--- config.mk ---
export PLATFORM = sky130hd
export DESIGN_NAME = ap3216c_i2c_master_flat
export DESIGN_NICKNAME = d
export VERILOG_FILES = /design/src/rtl/ap3216c_i2c_master_if.sv /design/src/rtl/ap3216c_i2c_master.sv /design/src/flat_wrapper.sv
export SDC_FILE = /design/constraint.sdc
export NUM_CORES = 1
export LEC_CHECK = 0
export BUFFER_PORTS_ARGS = -buffer_cell sky130_fd_sc_hd__clkbuf_2
export CAP_MARGIN = 20
export CELL_PAD_IN_SITES_DETAIL_PLACEMENT = 1
export CELL_PAD_IN_SITES_GLOBAL_PLACEMENT = 2
export CORE_UTILIZATION = 37
export CTS_BUF_LIST = sky130_fd_sc_hd__clkbuf_8
export CTS_CLUSTER_DIAMETER = 80
export CTS_CLUSTER_SIZE = 30
export DETAILED_ROUTE_END_ITERATION = 8
export PLACE_DENSITY_LB_ADDON = 0.2
export SYNTH_ARGS = -nofsm -noshare
export SYNTH_HDL_FRONTEND = slang
export SYNTH_SLANG_ARGS = --single-unit
--- constraint.sdc ---
create_clock -name clk -period 5.9 [get_ports clk]
set_clock_uncertainty 0.2 [all_clocks]
set_input_delay 1.18 -clock clk [delete_from_list [all_inputs] [get_ports clk]]
set_output_delay 1.18 -clock clk [all_outputs]
set_load 0.02 [all_outputs]
--- src/rtl/ap3216c_i2c_master_if.sv ---
// Command interface between the sensor sequencer (master modport) and the
// I2C engine (slave modport). bit_ctrl exists only when I2C_ADDR16_EN is defined.
interface ap3216c_i2c_master_if;
  logic        i2c_exec;
  logic        read1_write0;
  logic [15:0] iic_inner_reg_addr;
  logic [7:0]  i2c_data_w;
  logic [7:0]  i2c_data_r;
  logic        i2c_done;
  logic        i2c_ack;
  logic        busy;
`ifdef I2C_ADDR16_EN
  logic        bit_ctrl;

  modport master (output i2c_exec, read1_write0, iic_inner_reg_addr, i2c_data_w, bit_ctrl,
                  input  i2c_data_r, i2c_done, i2c_ack, busy);
  modport slave  (input  i2c_exec, read1_write0, iic_inner_reg_addr, i2c_data_w, bit_ctrl,
                  output i2c_data_r, i2c_done, i2c_ack, busy);
`else
  modport master (output i2c_exec, read1_write0, iic_inner_reg_addr, i2c_data_w,
                  input  i2c_data_r, i2c_done, i2c_ack, busy);
  modport slave  (input  i2c_exec, read1_write0, iic_inner_reg_addr, i2c_data_w,
                  output i2c_data_r, i2c_done, i2c_ack, busy);
`endif
endinterface

--- src/rtl/ap3216c_i2c_master.sv ---
// Single-register read/write I2C master for the AP3216C sensor.
// Define I2C_ADDR16_EN to add bit_ctrl and an optional high register-address byte.
module ap3216c_i2c_master #(
  parameter logic [6:0] SLAVE_ADDR = 7'h1E,
  parameter int         CLK_FREQ   = 50_000_000,
  parameter int         I2C_FREQ   = 250_000
) (
  input  logic                    clk,
  input  logic                    rst,
  ap3216c_i2c_master_if.slave     cmd,
  output logic                    scl,
  output logic                    sda_o,
  output logic                    sda_oe,
  input  logic                    sda_i
);

  localparam int DIV = CLK_FREQ / (4 * I2C_FREQ);
  localparam int QW  = (DIV > 1) ? $clog2(DIV) : 1;
  localparam logic [QW-1:0] Q_LAST = QW'(DIV - 1);

  typedef enum logic [3:0] {
    S_IDLE, S_START, S_DEV_W, S_REG_HI, S_REG_LO, S_DATA_W,
    S_RESTART, S_DEV_R, S_DATA_R, S_STOP, S_DONE
  } state_t;

  state_t          state, state_nxt, reg_first;
  logic [QW-1:0]   qcnt;
  logic [1:0]      quarter;
  logic [3:0]      bit_idx;
  logic            tick, period_end, byte_end, sample_pt, ack_bit;
  logic            is_byte, slave_acks;
  logic            rw_q;
  logic [7:0]      data_w_q, rx_q, tx_byte;
  logic            scl_nxt, drv_nxt;

`ifdef I2C_ADDR16_EN
  logic [15:0]     addr_q;
  logic            bit_ctrl_q;
  assign reg_first = bit_ctrl_q ? S_REG_HI : S_REG_LO;
`else
  logic [7:0]      addr_q;
  logic            unused_addr_hi;
  assign unused_addr_hi = ^cmd.iic_inner_reg_addr[15:8];
  assign reg_first      = S_REG_LO;
`endif

  assign tick       = (qcnt == Q_LAST);
  assign period_end = tick && (quarter == 2'd3);
  assign ack_bit    = (bit_idx == 4'd8);
  assign byte_end   = period_end && ack_bit;
  assign sample_pt  = (qcnt == '0) && (quarter == 2'd2);
  assign is_byte    = state inside {S_DEV_W, S_REG_HI, S_REG_LO, S_DATA_W, S_DEV_R, S_DATA_R};
  assign slave_acks = is_byte && (state != S_DATA_R);
  assign sda_o      = 1'b0;

  // NOTE: sequential state uses non-blocking assignments so every register
  // sees pre-edge values regardless of process evaluation order.
  always_ff @(posedge clk) begin
    if (rst) state <= S_IDLE;
    else     state <= state_nxt;
  end

  // NOTE: every output of a combinational block gets a default first so no
  // path leaves it unassigned and infers a latch.
  always_comb begin
    state_nxt = state;
    unique case (state)
      S_IDLE:    if (cmd.i2c_exec) state_nxt = S_START;
      S_START:   if (period_end)   state_nxt = S_DEV_W;
      S_DEV_W:   if (byte_end)     state_nxt = cmd.i2c_ack ? S_STOP : reg_first;
      S_REG_HI:  if (byte_end)     state_nxt = cmd.i2c_ack ? S_STOP : S_REG_LO;
      S_REG_LO:  if (byte_end)     state_nxt = cmd.i2c_ack ? S_STOP :
                                               (rw_q ? S_RESTART : S_DATA_W);
      S_DATA_W:  if (byte_end)     state_nxt = S_STOP;
      S_RESTART: if (period_end)   state_nxt = S_DEV_R;
      S_DEV_R:   if (byte_end)     state_nxt = cmd.i2c_ack ? S_STOP : S_DATA_R;
      S_DATA_R:  if (byte_end)     state_nxt = S_STOP;
      S_STOP:    if (period_end)   state_nxt = S_DONE;
      S_DONE:                      state_nxt = S_IDLE;
      default:                     state_nxt = S_IDLE;
    endcase
  end

  // Quarter/bit timing; bit_idx restarts whenever the state changes.
  always_ff @(posedge clk) begin
    if (rst || state == S_IDLE || state == S_DONE) begin
      qcnt    <= '0;
      quarter <= 2'd0;
      bit_idx <= 4'd0;
    end else begin
      qcnt <= tick ? '0 : qcnt + 1'b1;
      if (tick) quarter <= quarter + 2'd1;
      if (state_nxt != state) bit_idx <= 4'd0;
      else if (period_end)    bit_idx <= bit_idx + 4'd1;
    end
  end

  always_ff @(posedge clk) begin
    if (rst) begin
      rw_q           <= 1'b0;
      addr_q         <= '0;
      data_w_q       <= 8'h00;
      rx_q           <= 8'h00;
      cmd.i2c_data_r <= 8'h00;
      cmd.i2c_ack    <= 1'b0;
`ifdef I2C_ADDR16_EN
      bit_ctrl_q     <= 1'b0;
`endif
    end else begin
      if (state == S_IDLE && cmd.i2c_exec) begin
        rw_q        <= cmd.read1_write0;
        addr_q      <= cmd.iic_inner_reg_addr[$bits(addr_q)-1:0];
        data_w_q    <= cmd.i2c_data_w;
        cmd.i2c_ack <= 1'b0;
`ifdef I2C_ADDR16_EN
        bit_ctrl_q  <= cmd.bit_ctrl;
`endif
      end
      if (slave_acks && ack_bit && sample_pt && sda_i) cmd.i2c_ack <= 1'b1;
      if (state == S_DATA_R && !ack_bit && sample_pt) rx_q <= {rx_q[6:0], sda_i};
      if (state == S_DATA_R && byte_end) cmd.i2c_data_r <= rx_q;
    end
  end

  always_comb begin
    tx_byte = 8'h00;
    case (state)
      S_DEV_W:  tx_byte = {SLAVE_ADDR, 1'b0};
`ifdef I2C_ADDR16_EN
      S_REG_HI: tx_byte = addr_q[15:8];
`endif
      S_REG_LO: tx_byte = addr_q[7:0];
      S_DATA_W: tx_byte = data_w_q;
      S_DEV_R:  tx_byte = {SLAVE_ADDR, 1'b1};
      default:  tx_byte = 8'h00;
    endcase
  end

  // Bus waveform per quarter; the 9th bit of every byte leaves SDA released.
  always_comb begin
    scl_nxt      = 1'b1;
    drv_nxt      = 1'b0;
    cmd.i2c_done = (state == S_DONE);
    cmd.busy     = (state != S_IDLE) && (state != S_DONE);
    case (state)
      S_START:   drv_nxt = quarter[1];
      S_RESTART: begin
        scl_nxt = (quarter != 2'd0);
        drv_nxt = quarter[1];
      end
      S_STOP: begin
        scl_nxt = (quarter != 2'd0);
        drv_nxt = !quarter[1];
      end
      S_DEV_W, S_REG_HI, S_REG_LO, S_DATA_W, S_DEV_R: begin
        scl_nxt = (quarter != 2'd0);
        drv_nxt = !ack_bit && !tx_byte[~bit_idx[2:0]];
      end
      S_DATA_R:  scl_nxt = (quarter != 2'd0);
      default:   ;
    endcase
  end

  // Pins are registered so SCL/SDA never glitch on decode transitions.
  always_ff @(posedge clk) begin
    if (rst) begin
      scl    <= 1'b1;
      sda_oe <= 1'b0;
    end else begin
      scl    <= scl_nxt;
      sda_oe <= drv_nxt;
    end
  end

endmodule

--- src/flat_wrapper.sv ---
// flat-port wrapper written by rule: the top's interface ports become plain ports
module ap3216c_i2c_master_flat 
#(
  parameter logic [6:0] SLAVE_ADDR = 7'h1E,
  parameter int         CLK_FREQ   = 50_000_000,
  parameter int         I2C_FREQ   = 250_000
)
  (clk, rst, scl, sda_o, sda_oe, sda_i, cmd_i2c_exec, cmd_read1_write0, cmd_iic_inner_reg_addr, cmd_i2c_data_w, cmd_i2c_data_r, cmd_i2c_done, cmd_i2c_ack, cmd_busy);
  ap3216c_i2c_master_if cmd_i ();
  input  logic clk;
  input  logic rst;
  output logic scl;
  output logic sda_o;
  output logic sda_oe;
  input  logic sda_i;
  input wire logic [$bits(cmd_i.i2c_exec)-1:0] cmd_i2c_exec;
  input wire logic [$bits(cmd_i.read1_write0)-1:0] cmd_read1_write0;
  input wire logic [$bits(cmd_i.iic_inner_reg_addr)-1:0] cmd_iic_inner_reg_addr;
  input wire logic [$bits(cmd_i.i2c_data_w)-1:0] cmd_i2c_data_w;
  output wire logic [$bits(cmd_i.i2c_data_r)-1:0] cmd_i2c_data_r;
  output wire logic [$bits(cmd_i.i2c_done)-1:0] cmd_i2c_done;
  output wire logic [$bits(cmd_i.i2c_ack)-1:0] cmd_i2c_ack;
  output wire logic [$bits(cmd_i.busy)-1:0] cmd_busy;
  assign cmd_i.i2c_exec = cmd_i2c_exec;
  assign cmd_i.read1_write0 = cmd_read1_write0;
  assign cmd_i.iic_inner_reg_addr = cmd_iic_inner_reg_addr;
  assign cmd_i.i2c_data_w = cmd_i2c_data_w;
  assign cmd_i2c_data_r = cmd_i.i2c_data_r;
  assign cmd_i2c_done = cmd_i.i2c_done;
  assign cmd_i2c_ack = cmd_i.i2c_ack;
  assign cmd_busy = cmd_i.busy;
  ap3216c_i2c_master #(.SLAVE_ADDR(SLAVE_ADDR), .CLK_FREQ(CLK_FREQ), .I2C_FREQ(I2C_FREQ)) u_core (.clk(clk), .rst(rst), .cmd(cmd_i), .scl(scl), .sda_o(sda_o), .sda_oe(sda_oe), .sda_i(sda_i));
endmodule
==> flow_metrics.tcl, run 1 <==
set metrics [dict create \
    status "complete, no violations" \
    drive_above_1_share_pct 14.16 \
    die_area_um2 7342 \
    fill_cells 862 \
    core_um2 6794 \
    cts_tree "done" \
    die_w_um 85.69 \
    drt_wl_total_um 6303 \
    drtIter0Drc 109 \
    grt_max_degree 43 \
    layout.nets 368 \
    place_ws_ns 2.933 \
    setup_slack_ns 2.657 \
    avgSynthCellArea_um2 8.279 \
    synth_enable_flop_cells 0 \
    hold_viol 0 \
    synthesis.nets 350 \
    fin_util_pct 42.52 \
    netlist_instances 313 \
    port_buffers 33 \
    cap_violations 0 \
    cts_sinks 52 \
    grt_pass1_vias 2104 \
    required_ns 4.52 \
    cp-end-kind "primary output" \
    holdBufCountCts 0 \
    place.detailed.instances 420 \
    yosys.area.top_type "dfxtp_1" \
    cts_buffers 5 \
    hold_path.class "register to register" \
    period_share_pct 54.97 \
    place.gp.congestion 0.7769 \
    viasPerCell 5.196 \
    final_common_cell "dfxtp_1" \
    htreeDepth 2 \
    start_util_pct 38.14 \
    p_leak_nw 1.081 \
    final_cells 428 \
    synth-warning-count 0 \
    worst_slew_pin_slew_ns 0.8372 \
    synth_area_um2 2591 \
    period_needed_ns 3.243 \
    slew_viol_final 0 \
    clockBufferDepth 2 \
    setup_tns_ns 0 \
    dp_hpwl_um 4452 \
    vias 2224 \
    max-vdd-ir-drop_v 0.00008908 \
    die_h_um 85.69 \
    slew_headroom_pct 44.18 \
    ant_nets 0 \
    drc 0 \
    post_cts_resized 0 \
    grt_overflow 0 \
    cts_root_buffer "clkbuf_8" \
    ys_seq_elements 52 \
    worstSkewPairLatency_ns 0.32 \
    pin_count 43 \
    arrival_ns 1.86 \
    post_cts_buffers 0 \
    synth_ff_type "dfxtp_1" \
    first_pass_iters 4 \
    antenna_found_initial 0 \
    layout_common_cells "52 x dfxtp_1, 41 x nand2_1, 34 x nor2_1, 33 x clkbuf_2, 26 x a21oi_1" \
    grtUsageTotal_pct 18.07 \
    diodes 0 \
    wl_per_cell_um 14.73 \
    seq_area_frac_synth_pct 40.17 \
    synth-async-reset-ratio_pct 0 \
    reg2reg_slack_ns 2.91 \
    rsz0062_at_grt "no" \
    setup-violations-final 0 \
    power.density_nw_per_um2 225.5 \
    grt_pass1_wl_um 10540 \
    max_freq_mhz 308.3 \
    cts.clk_slew.worst_paths_ns 0.10 \
    synth_top_area_share_pct 40.17 \
    path_max_fanout 21 \
    synth_cell_type_count 51 \
    cp-start-kind "register" \
    rows 30 \
    area_growth_pct 11.49 \
    path_class "register to primary output" \
    synth.area.top_cells "dfxtp_1 40%, mux2i_1 7.3%, nand2_1 5.9%" \
]
-- through the flow --
stage               hold slack [ns]  area [um2]  power (mW)
CTS                          0.2669        2889      0.6620
finish                       0.2648        2889      0.6514
detailed placement           0.2520        2791      0.4353
global placement             0.2477        2791      0.4342
floorplan                    0.2319        2591      0.4170
global route                 0.2781        2889      0.6819
-- sequential cells by signal, summed over array words and instances (netlist names), 2 cells and up --
signal and cells:
u_core.addr_q 8, u_core.bit_idx 4, u_core.qcnt 6, u_core.cmd.i2c_data_r 8, u_core.state 4, u_core.quarter 2, u_core.data_w_q 8, u_core.rx_q 8
-- kinds of logic after synthesis --
logic type               after synthesis  share of synthesized area, %
AO/OA/AOI/OAI                         57                         14.15
XOR/XNOR                              10                         3.380
adder cells (fa/ha/maj)                8                         3.863
buffers and inverters                 34                         5.167
flip-flops                            52                         40.17
multiplexers                          19                         7.339
other                                  1                        0.1447
AND/OR/NAND/NOR                      132                         25.78
-- layout make-up --
cell class | count | area, um2 | share of cell area, %
Sequential cell | 52 | 1041 | 36.03
Timing Repair Buffer | 34 | 172.7 | 5.977
Multi-Input combinational cell | 227 | 1416 | 49.03
Tap cell | 96 | 120.1 | 4.158
Clock inverter | 3 | 28.78 | 0.9961
Clock buffer | 5 | 68.82 | 2.382
Inverter | 11 | 41.29 | 1.429
-- layer usage --
layer	wire length, um	GRT usage, %
met4	70	5.455
met1	3130	24.88
met5	0	0
met2	2938	28.95
met3	165	3.176
-- worst max-delay path: stages, from the launching register on --
cell and delay, ns:
dfxtp_1 0.85, inv_1 0.29, nand4_1 0.22, clkbuf_2 0.19
-- Yosys cell counts, types with 2 or more instances --
cell type  count
xor2_1         3
or4_1          2
buf_1          3
o21bai_1       2
nor3_1         8
clkbuf_1      17
a2111oi_0      2
ha_1           8
nand2b_1       5
o22ai_1        2
a32o_1         2
nand4_1        4
nand2_1       41
buf_2          2
a31oi_1        2
or3_1          2
inv_1         11
nor4_1        10
nor2_1        34
nor2b_1        5
a211oi_1       2
a21o_1         2
mux2i_1       19
xnor2_1        7
nand3_1        6
a22oi_1        3
a21oi_1       26
dfxtp_1       52
and3_1         3
nand3b_1       3
o21ai_0        5
-- final timing paths --
| kind | start | to | cells after the start |
|---|---|---|---|
| setup / recovery | u_core.state[0]$_SDFF_PP0_ | cmd_busy | 3 |
| hold / removal | u_core.addr_q[5]$_SDFFE_PP0P_ | u_core.addr_q[5]$_SDFFE_PP0P_ | 2 |
| setup reg to reg | u_core.state[0]$_SDFF_PP0_ | u_core.sda_oe$_SDFF_PP0_ | 5 |
| hold reg to reg | u_core.addr_q[5]$_SDFFE_PP0P_ | u_core.addr_q[5]$_SDFFE_PP0P_ | 2 |
-- power breakdown --
group	switching [mW]	leakage [nW]	internal, mW
sequential	0.0123	0.422	0.361
clock	0.136	0.0511	0.0899
combinational	0.0318	0.608	0.0202
total	0.180	1.08	0.472
(Power assumes the default switching activity.)
==> inputs of run 2 (changes only) <==
--- a/config.mk
+++ b/config.mk
@@ -9,7 +9,7 @@
 export CAP_MARGIN = 20
 export CELL_PAD_IN_SITES_DETAIL_PLACEMENT = 1
 export CELL_PAD_IN_SITES_GLOBAL_PLACEMENT = 2
-export CORE_UTILIZATION = 37
+export CORE_UTILIZATION = 31
 export CTS_BUF_LIST = sky130_fd_sc_hd__clkbuf_8
 export CTS_CLUSTER_DIAMETER = 80
 export CTS_CLUSTER_SIZE = 30
==> constraint.sdc (replaced) <==
create_clock -name clk -period 2.7 [get_ports clk]
set_clock_uncertainty 0.2 [all_clocks]
set_input_delay 0.54 -clock clk [delete_from_list [all_inputs] [get_ports clk]]
set_output_delay 0.54 -clock clk [all_outputs]
set_load 0.02 [all_outputs]
==> run 2 against run 1 <==
Core utilization down 4.2 points. Clock power rose by 110%. Die area grew 19%. Routed wire length up 8.8%. Worst hold slack worse by 0.028 ns. Via count is 4.3% higher. Sequential share of layout area fell by 1.6 points. Total power is 120% higher. Combinational power rose to 2.7 times the previous value. Count of clock-buffer cells in the layout did not move. Highest routed layer unchanged. Sequential cell count did not move.
==> flow_metrics.tcl, run 2 (synthesized netlist as in run 1, its figures left out) <==
set metrics [dict create \
    status "complete, no violations" \
    htreeDepth 2 \
    holdBufCountCts 0 \
    postLayoutCellArea_um2 3020 \
    rsz0062_at_grt "no" \
    die_h_um 93.43 \
    antenna_found_initial 0 \
    cts_buffers 5 \
    post_cts_resized 0 \
    layout.nets 384 \
    power.density_nw_per_um2 469.0 \
    die_w_um 93.43 \
    period_share_pct 94.41 \
    cts_tree "done" \
    cp-start-kind "register" \
    cp-end-kind "primary output" \
    viasPerCell 5.156 \
    wl_per_cell_um 15.24 \
    dp_hpwl_um 4947 \
    place.detailed.instances 442 \
    place.gp.congestion 0.7800 \
    placedInstanceArea_um2 2932 \
    path_class "register to primary output" \
    drc 0 \
    grt_pass1_vias 2241 \
    path_max_fanout 10 \
    setup-violations-final 0 \
    cap_violations 0 \
    grt_overflow 0 \
    multiInputGateArea_um2 1416 \
    cts_root_buffer "clkbuf_8" \
    start_util_pct 32.85 \
    core_um2 7888 \
    clockBufferDepth 2 \
    drive_above_1_share_pct 17.82 \
    worst_slew_pin_slew_ns 0.7151 \
    hold_path.class "input pin to register" \
    diodes 0 \
    fin_util_pct 38.29 \
    post_cts_buffers 0 \
    reg2reg_slack_ns 0.24 \
    slew_viol_final 0 \
    regArea_um2 1041 \
    drt_wl_total_um 6859 \
    port_buffers 33 \
    setup_tns_ns 0 \
    first_pass_iters 4 \
    p_leak_nw 1.159 \
    drtIter0Drc 84 \
    die_area_um2 8728 \
    arrival_ns 1.81 \
    fill_cells 958 \
    grtUsageTotal_pct 16.98 \
    final_common_cell "dfxtp_1" \
    slew_headroom_pct 52.15 \
    max_freq_mhz 392.3 \
    layout_common_cells "52 x dfxtp_1, 41 x nand2_1, 34 x nor2_1, 33 x clkbuf_2, 26 x a21oi_1" \
    pin_count 43 \
    cts_sinks 52 \
    area_growth_pct 16.56 \
    worstSkewPairLatency_ns 0.31 \
    vias 2320 \
    final_cells 450 \
    cts.clk_slew.worst_paths_ns 0.10 \
    grt_max_degree 25 \
    grt_pass1_wl_um 11410 \
    rows 32 \
    hold_viol 0 \
    period_needed_ns 2.549 \
    ant_nets 0 \
    required_ns 1.96 \
    max-vdd-ir-drop_v 0.0001806 \
]
[run 2: final cells by class]
type                       count  area share [%]
multi-input combinational    227           46.89
clock buffer                   5           2.278
sequential                    52           34.47
tap                          102           4.225
inverter                      11           1.367
timing repair buffer          50           10.11
clock inverter                 3          0.6628
[run 2: through the flow]
stage / total power [mW] / worst slack [ns] / hold slack [ns]
finish: 1.417 / 0.1510 / 0.2365
floorplan: 0.9112 / 0.1982 / 0.2319
detailed placement: 0.9710 / 0.2463 / 0.2577
CTS: 1.446 / 0.1267 / 0.2238
global placement: 0.9670 / 0.2615 / 0.2471
global route: 1.494 / 0.02732 / 0.2345
[run 2: worst paths after layout]
kind	startpoint	endpoint	depth (start not counted)
setup reg to reg	u_core.qcnt[0]$_SDFF_PP0_	u_core.bit_idx[1]$_SDFFE_PP0P_	6
hold / removal	cmd_i2c_data_w[5]	u_core.data_w_q[5]$_SDFFE_PP0P_	3
hold reg to reg	u_core.data_w_q[0]$_SDFFE_PP0P_	u_core.data_w_q[0]$_SDFFE_PP0P_	2
setup / recovery	u_core.state[0]$_SDFF_PP0_	cmd_i2c_done	5
[run 2: worst max-delay path, stage by stage, from the launching register on]
cell and delay (ns):
dfxtp_1 0.39, buf_4 0.19, buf_4 0.18, nand2b_1 0.26, nor3_1 0.26, clkbuf_2 0.22
[run 2: metal layers]
metal	up-vias	track usage (%)	part of all wire (%)
met5	-	0	0
met3	6	2.764	3.1
li1	1153	-	-
met4	0	6.282	1.4
met1	1120	24.38	53
met2	41	25.31	43
[run 2: power by group]
part	switching (mW)	total, mW	internal (mW)
sequential	0.0198	0.810	0.790
combinational	0.0862	0.141	0.0552
clock	0.284	0.466	0.182
==> inputs of run 3 (changes only) <==
--- a/config.mk
+++ b/config.mk
@@ -9,6 +9,7 @@
 export CAP_MARGIN = 20
 export CELL_PAD_IN_SITES_DETAIL_PLACEMENT = 1
 export CELL_PAD_IN_SITES_GLOBAL_PLACEMENT = 2
+export CORE_MARGIN = 8
 export CORE_UTILIZATION = 31
 export CTS_BUF_LIST = sky130_fd_sc_hd__clkbuf_8
 export CTS_CLUSTER_DIAMETER = 80
==> run 3 against run 2 <==
Cell area increased by 0.54%. Critical path type is now register to register. Critical endpoint is now u_core.cmd.i2c_data_r[0]$_SDFFE_PP0P_. Total power increased by 0.89%. Sequential power decreased by 0.5%. Largest cell class unchanged.
==> flow_metrics.tcl, run 3 (synthesized netlist as in run 1, its figures left out) <==
set metrics [dict create \
    setup_tns_ns 0 \
    ant_nets 0 \
    pin_count 43 \
    grtUsageTotal_pct 12.49 \
    place.gp.congestion 0.8047 \
    worstSkewPairLatency_ns 0.32 \
    r2r_cells 7 \
    grt_pass1_vias 2380 \
    clockBufferDepth 2 \
    port_buffers 33 \
    rsz0062_at_grt "no" \
    setup_slack_ns 0.1605 \
    cp-start-kind "register" \
    vias 2281 \
    period_share_pct 94.06 \
    htreeDepth 2 \
    area_growth_pct 17.19 \
    hold_path.class "input pin to register" \
    grt_max_degree 25 \
    worstSetupStartpoint "u_core.qcnt[0]$_SDFF_PP0_" \
    start_util_pct 31.70 \
    grt_overflow 0 \
    path_max_fanout 8 \
    grt_pass1_wl_um 11770 \
    die_w_um 107.4 \
    critPathSlowestCell "or3_1" \
    hold_viol 0 \
    worst_slew_pin_slew_ns 0.7533 \
    cp-end-kind "register" \
    crit_chain "ha_1 > or3b_1 > or3_1 > nor4_4 > buf_12 > mux2i_1 > nor2_1" \
    power.density_nw_per_um2 470.6 \
    cap_violations 0 \
    cts_tree "done" \
    slew_headroom_pct 49.60 \
    required_ns 2.70 \
    die_area_um2 11540 \
    final_common_cell "dfxtp_1" \
    slew_viol_final 0 \
    drt_wl_total_um 6959 \
    path_class "register to register" \
    antenna_found_initial 0 \
    hold_depth 3 \
    diodes 0 \
    cpPeakStageDelay_ns 0.53 \
    cts_buffers 5 \
    die_h_um 107.4 \
    placedInstanceArea_um2 2935 \
    r2r_start "u_core.qcnt[0]$_SDFF_PP0_" \
    layout_common_cells "52 x dfxtp_1, 41 x nand2_1, 34 x nor2_1, 33 x clkbuf_2, 26 x a21oi_1" \
    max_freq_mhz 393.8 \
    worstHoldStart "cmd_read1_write0" \
    final_cells 453 \
    p_leak_nw 1.162 \
    crit_buf_inv 1 \
    drtIter0Drc 109 \
    cts_root_buffer "clkbuf_8" \
    cp.depth 7 \
    fill_cells 1010 \
    wl_per_cell_um 15.36 \
    core_um2 8175 \
    drc 0 \
    status "complete, no violations" \
    viasPerCell 5.035 \
    cts.clk_slew.worst_paths_ns 0.11 \
    first_pass_iters 4 \
    postLayoutCellArea_um2 3037 \
    power_mw 1.429 \
    cts_sinks 52 \
    place.detailed.instances 445 \
    crit_family "simple AND/OR/NAND/NOR gates" \
    setup-violations-final 0 \
    arrival_ns 2.54 \
    dp_hpwl_um 5256 \
    layout.nets 384 \
    rows 33 \
    post_cts_buffers 0 \
    holdBufCountCts 0 \
    period_needed_ns 2.539 \
    max-vdd-ir-drop_v 0.0002004 \
    place_ws_ns 0.1764 \
    drive_above_1_share_pct 18.39 \
    post_cts_resized 0 \
]
[run 3: worst register-to-register path, cell delays in order, from the launching register on]
cell     delay (ns)
dfxtp_1        0.41
ha_1           0.16
or3b_1         0.46
or3_1          0.53
nor4_4         0.25
buf_12         0.18
mux2i_1        0.19
nor2_1         0.05
[run 3: layout make-up]
class | instances | area, um2 | share of cell area, %
Clock inverter | 3 | 27.53 | 0.9065
Multi-Input combinational cell | 227 | 1421 | 46.81
Sequential cell | 52 | 1041 | 34.28
Timing Repair Buffer | 50 | 305.3 | 10.05
Clock buffer | 5 | 68.82 | 2.266
Inverter | 11 | 41.29 | 1.360
Tap cell | 105 | 131.4 | 4.326
[run 3: final timing paths]
check | end | slack [ns]
setup / recovery | u_core.cmd.i2c_data_r[0]$_SDFFE_PP0P_ | 0.16
hold / removal | u_core.rw_q$_SDFFE_PP0P_ | 0.23
setup reg to reg | u_core.cmd.i2c_data_r[0]$_SDFFE_PP0P_ | 0.16
hold reg to reg | u_core.addr_q[2]$_SDFFE_PP0P_ | 0.27
[run 3: metal layers]
metal	vias up	share of wire (%)	track usage, %
li1	1156	-	-
met1	1086	48	15.68
met2	29	47	20.52
met3	10	2.8	2.575
met4	0	1.7	4.658
met5	-	0	0
[run 3: stage by stage]
step	utilization (%)	hold slack, ns
2_1_floorplan	-	0.2319
3_3_place_gp	35.90	0.2429
3_5_place_dp	35.90	0.2544
4_1_cts	37.08	0.2225
5_1_grt	37.14	0.2299
6_report	37.14	0.2329
[run 3: report_power, final]
part	switching [mW]	internal [mW]
clock network	0.291	0.191
logic	0.0867	0.0539
registers	0.0162	0.790
